[src/rtl/muldiv_pkg.sv]
// Shared definitions for the multiply/divide issue controller: FSM states,
// instruction op codes and the default result timeout.
package muldiv_pkg;

    typedef enum logic [2:0] {
        ST_IDLE   = 3'd0,
        ST_MBUSY  = 3'd1,
        ST_DBUSY  = 3'd2,
        ST_DONE   = 3'd3,
        ST_CANCEL = 3'd4
    } md_state_e;

    localparam logic [1:0] MD_MULT  = 2'b00;
    localparam logic [1:0] MD_MULTU = 2'b01;
    localparam logic [1:0] MD_DIV   = 2'b10;
    localparam logic [1:0] MD_DIVU  = 2'b11;

    localparam int MD_TIMEOUT = 63;

    // op[1] selects the divider, op[0] marks the unsigned flavour
    function automatic logic md_is_div(input logic [1:0] op);
        return op[1];
    endfunction

    function automatic logic md_is_signed(input logic [1:0] op);
        return ~op[0];
    endfunction

endpackage

[src/rtl/muldiv_ctrl.sv]
// EX-stage controller that issues one MULT/DIV to the external units, stalls the
// pipeline until the result is captured, and handles flush, cancel and timeout.
module muldiv_ctrl
    import muldiv_pkg::*;
#(
    parameter int TIMEOUT = MD_TIMEOUT
) (
    input  logic        clk,
    input  logic        rst,
    input  logic        req_i,
    input  logic [1:0]  op_i,
    input  logic [31:0] a_i,
    input  logic [31:0] b_i,
    input  logic        flush_i,
    input  logic        stall_ext_i,
    output logic        stall_o,
    output logic [63:0] result_o,
    output logic        result_valid_o,
    output logic        mult_opn_valid_o,
    output logic        mult_sign_o,
    output logic        mult_res_ready_o,
    input  logic        mult_res_valid_i,
    input  logic [63:0] mult_result_i,
    output logic        div_opn_valid_o,
    output logic        div_sign_o,
    output logic        div_res_ready_o,
    input  logic        div_res_valid_i,
    input  logic [63:0] div_result_i,
    output logic [31:0] opa_o,
    output logic [31:0] opb_o,
    output logic        timeout_err_o
);

    localparam int CW = $clog2(TIMEOUT + 1);

    md_state_e   state_q, state_d;
    logic [1:0]  op_q, op_d;
    logic [31:0] opa_q, opa_d, opb_q, opb_d;
    logic [63:0] result_q, result_d;
    logic [CW-1:0] cnt_q, cnt_d;
    logic        err_q, err_d;

    logic        unit_div, unit_act, res_ready, res_valid, tmo;
    logic [63:0] res_data;

    assign unit_div  = md_is_div(op_q);
    assign res_valid = unit_div ? div_res_valid_i : mult_res_valid_i;
    assign res_data  = unit_div ? div_result_i : mult_result_i;
    // this is the TIMEOUT-th busy cycle without a result
    assign tmo       = (cnt_q == CW'(TIMEOUT - 1));

    always_ff @(posedge clk) begin
        if (rst) begin
            state_q  <= ST_IDLE;
            op_q     <= '0;
            opa_q    <= '0;
            opb_q    <= '0;
            result_q <= '0;
            cnt_q    <= '0;
            err_q    <= 1'b0;
        end else begin
            state_q  <= state_d;
            op_q     <= op_d;
            opa_q    <= opa_d;
            opb_q    <= opb_d;
            result_q <= result_d;
            cnt_q    <= cnt_d;
            err_q    <= err_d;
        end
    end

    always_comb begin
        state_d        = state_q;
        op_d           = op_q;
        opa_d          = opa_q;
        opb_d          = opb_q;
        result_d       = result_q;
        cnt_d          = cnt_q;
        err_d          = err_q;
        stall_o        = 1'b0;
        result_valid_o = 1'b0;
        unit_act       = 1'b0;
        res_ready      = 1'b0;

        case (state_q)
            ST_IDLE: begin
                if (req_i && !flush_i) begin
                    stall_o = 1'b1;
                    op_d    = op_i;
                    opa_d   = a_i;
                    opb_d   = b_i;
                    cnt_d   = '0;
                    state_d = md_is_div(op_i) ? ST_DBUSY : ST_MBUSY;
                end
            end
            ST_MBUSY, ST_DBUSY: begin
                unit_act = 1'b1;
                stall_o  = 1'b1;
                cnt_d    = cnt_q + 1'b1;
                if (res_valid) begin
                    res_ready = 1'b1;
                    if (flush_i) begin
                        stall_o = 1'b0;
                        state_d = ST_IDLE;
                    end else begin
                        result_d = res_data;
                        state_d  = ST_DONE;
                    end
                end else if (tmo) begin
                    err_d   = 1'b1;
                    stall_o = 1'b0;
                    state_d = ST_IDLE;
                end else if (flush_i) begin
                    stall_o = 1'b0;
                    state_d = ST_CANCEL;
                end
            end
            ST_CANCEL: begin
                // unit still owns the killed op; hold off any new instruction until it drains
                unit_act = 1'b1;
                stall_o  = req_i;
                cnt_d    = cnt_q + 1'b1;
                if (res_valid) begin
                    res_ready = 1'b1;
                    state_d   = ST_IDLE;
                end else if (tmo) begin
                    err_d   = 1'b1;
                    state_d = ST_IDLE;
                end
            end
            ST_DONE: begin
                result_valid_o = 1'b1;
                if (!stall_ext_i || flush_i) state_d = ST_IDLE;
            end
            default: state_d = ST_IDLE;
        endcase
    end

    assign mult_opn_valid_o = unit_act & ~unit_div;
    assign mult_sign_o      = mult_opn_valid_o & md_is_signed(op_q);
    assign mult_res_ready_o = res_ready & ~unit_div;
    assign div_opn_valid_o  = unit_act & unit_div;
    assign div_sign_o       = div_opn_valid_o & md_is_signed(op_q);
    assign div_res_ready_o  = res_ready & unit_div;

    assign result_o      = result_q;
    assign opa_o         = opa_q;
    assign opb_o         = opb_q;
    assign timeout_err_o = err_q;

endmodule

[config.mk]
export PLATFORM = sky130hd
export DESIGN_NAME = muldiv_ctrl
export DESIGN_NICKNAME = d
export VERILOG_FILES = /design/src/rtl/muldiv_pkg.sv /design/src/rtl/muldiv_ctrl.sv
export SDC_FILE = /design/constraint.sdc
export NUM_CORES = 1
export LEC_CHECK = 0
export CAP_MARGIN = 20
export CORE_AREA = 2 2 130 132
export CTS_BUF_LIST = sky130_fd_sc_hd__clkbuf_8
export DETAILED_ROUTE_END_ITERATION = 10
export DIE_AREA = 0 0 132 134
export HOLD_SLACK_MARGIN = 0.03
export PLACE_DENSITY = 0.79
export SYNTH_ARGS = -nofsm -noshare
export SYNTH_HDL_FRONTEND = slang
export SYNTH_SLANG_ARGS = --single-unit
export TNS_END_PERCENT = 20
[constraint.sdc]
create_clock -name clk -period 6.6 [get_ports clk]
set_input_delay 1.98 -clock clk [delete_from_list [all_inputs] [get_ports clk]]
set_output_delay 1.98 -clock clk [all_outputs]
set_load 0.1 [all_outputs]
==> results.py <==
metrics = {
    "critical_path": {
        "crit_chain": "clkdlybuf4s50_1 > mux2_1 > or3_1 > a21oi_1 > o21ai_0 > buf_4",
        "crit_buf_inv": 2,
        "cp-end-kind": "output pin",
        "worstPathRequired_ns": 4.62,
        "r2r_setup_slack_ns": 4.05,
        "r2r-start": "state_q[1]$_SDFFE_PP0P_",
        "r2r-end": "result_o[21]$_SDFFE_PP0N_",
        "cp_slowest_cell": "clkdlybuf4s50_1",
        "arrival_ns": 3.64,
        "path_delay_family": "buffers and inverters",
        "max_stage_delay_ns": 0.42,
        "critPathKind": "in2out",
        "r2r_cells": 5,
        "path_max_fanout": 3,
        "crit_path_start_kind": "primary input",
    },
    "timing": {
        "setup_viol": 0,
        "whs_ns": 0.454,
        "slew_viol_final": 0,
        "relSlewSlack_pct": 29.3,
        "tightest_slew_ns": 1.06,
        "skew_ns": 0.0110,
        "rsz0062_at_grt": "no",
        "fin_tns_setup_ns": 0,
        "min_period_ns": 5.62,
        "timing.fmax_mhz": 178,
        "hold_violations": 0,
        "min_period_over_period_pct": 85.1,
    },
    "die": {
        "dieArea_mm2": 0.0177,
        "ios": 338,
        "core_mm2": 0.0163,
        "die_h_um": 134,
        "dieWidth_um": 132,
        "num_rows": 47,
        "initial_utilization_pct": 35.0,
    },
    "global_routing": {
        "track_usage_pct": 19.9,
        "first_global_vias": 5357,
        "antenna_found_initial": 0,
        "grt_pass1_wl_um": 27800,
        "grt_max_degree": 102,
        "overflow": 0,
    },
    "clock_network": {
        "htreeDepth": 4,
        "clkSinkCount": 140,
        "post_cts_resized": 0,
        "cts-root-buf": "clkbuf_8",
        "clk_pin_slew_ns": 0.08,
        "postCtsSetupBuffers": 0,
        "clk_latency_ns": 0.44,
        "cts_tree": "built",
        "postCtsHoldBufs": 0,
        "ctsLongestPathBuffers": 2,
        "cts_made_buffers": 17,
    },
    "synthesis": {
        "ys_types": 38,
        "yosys-top-cells-area": "dfxtp_1, mux2i_1, nand2_1",
        "synth_flop_cell": "dfxtp_1",
        "postSynthAreaPerCell_um2": 8.64,
        "synth_seq_cells": 140,
        "syn_nets": 862,
        "async_reset_ff_share_pct": 0,
        "synth_seq_area_share_pct": 49.2,
        "synth_top_area_share_pct": 49.2,
        "yosysTopAreaCell": "dfxtp_1",
        "syn_inst": 659,
        "ys_warn_count": 0,
        "synthesis.area_mm2": 0.00570,
        "synth_edf_count": 0,
    },
    "drt": {
        "ant_nets": 0,
        "drtIter0Drc": 198,
        "routedWlPerCell_um": 14.7,
        "first_pass_iters": 4,
        "viasPerCell": 4.71,
        "drc": 0,
        "drt-total-wl_um": 17600,
        "num_vias": 5646,
    },
    "worst_hold_path": {
        "worstHoldStart": "opb_o[22]$_SDFFE_PP0P_",
        "hold_path_depth": 2,
        "min_to": "opb_o[22]$_SDFFE_PP0P_",
        "hold_path_class": "reg2reg",
    },
    "finish": {
        "num_antenna_cells": 0,
        "mostFrequentLayoutCells": "clkdlybuf4s50_1, nand2_1, dfxtp_1",
        "drive_above_1_share_pct": 4.81,
        "fillers": 1459,
        "seqCellArea_mm2": 0.00281,
        "nets": 1168,
        "layout_commonest_cell": "clkdlybuf4s50_1",
        "multi_input_area_mm2": 0.00263,
        "fin_area_mm2": 0.00955,
        "fin_util_pct": 58.6,
        "syn_to_final_growth_pct": 67.6,
    },
    "placed_design": {
        "gp_congestion": 0.792,
        "hpwl_um": 13200,
        "portBuffers": 337,
        "placed_cell_area_mm2": 0.00914,
    },
    "pwr": {
        "leakagePower_nw": 3.22,
        "power_density_mw_per_mm2": 416,
        "irDropWorstVdd_mv": 0.148,
    },
    "run": {
        "max_cap_viol_count": 0,
    },
    "run_status": {
        "outcome": "complete, no violations",
    },
}
[stage by stage]
stage	cells	power, W	worst slack, ns
after floorplan	659	0.00274	0.232
after global placement	1166	0.00327	0.962
after detailed placement	1166	0.00329	0.956
after CTS	1198	0.00401	0.947
after global routing	1198	0.00413	0.888
final	1198	0.00397	0.984
[cell usage after synthesis, types with 3 or more instances]
master and count:
buf_2 19, nor2_1 73, inv_1 6, and2_1 3, nand2_1 140, dfxtp_1 140, a211oi_1 64, o21ai_0 4
a21oi_1 74, mux2i_1 66, clkbuf_1 32
[worst max path at each step]
stage | start | endpoint | cells after the start
after CTS | mult_res_valid_i | stall_o | 6
after global placement | div_res_valid_i | stall_o | 6
after global routing | mult_res_valid_i | stall_o | 6
final | div_res_valid_i | stall_o | 6
after floorplan | div_res_valid_i | stall_o | 4
after detailed placement | mult_res_valid_i | stall_o | 6
[worst min-delay path, cell delays in order, from the launching register on]
cell and delay (ns):
dfxtp_1 0.31, nand2_1 0.05, a21oi_1 0.05
[state kept, by name, summed over array words and instances (netlist names)]
name           count
opb_o             32
opa_o             32
op_q               2
cnt_q              6
state_q            3
timeout_err_o      1
result_o          64
[logic make-up (layout without fill, tap and decap cells)]
family	after synthesis	after routing	share of synthesized area, %
simple gates	235	235	16.6
compound gates	150	150	16.5
flops	140	140	49.2
mux	67	67	11.8
buf+inv	61	380	4.77
fa+ha+maj	3	3	0.637
xor+xnor	3	3	0.461
[final cells by class]
| cell class | instances | area share [%] |
|---|---|---|
| multi-input combinational | 458 | 27.6 |
| sequential | 140 | 29.4 |
| clock buffer | 17 | 2.45 |
| clock inverter | 15 | 1.84 |
| inverter | 6 | 0.236 |
| tap | 220 | 2.88 |
| timing repair buffer | 342 | 35.6 |
[power by group]
part           leakage [nW]  total, W  internal (W)  switching [W]
Clock                 0.197  0.000713      0.000373       0.000340
Combinational          1.89   0.00215      0.000543        0.00160
Sequential             1.14   0.00111       0.00101      0.0000964
Total                  3.22   0.00397       0.00193        0.00204
[routing by layer]
metal  share of wire [%]  vias up  track usage, %
met1                  40     2518            22.8
met3                 7.5       19            6.01
li1                    -     2881               -
met5                   0        -               0
met4                 2.1        0            7.73
met2                  50      228            34.7
Note: power is estimated with default switching activity, not from simulation.
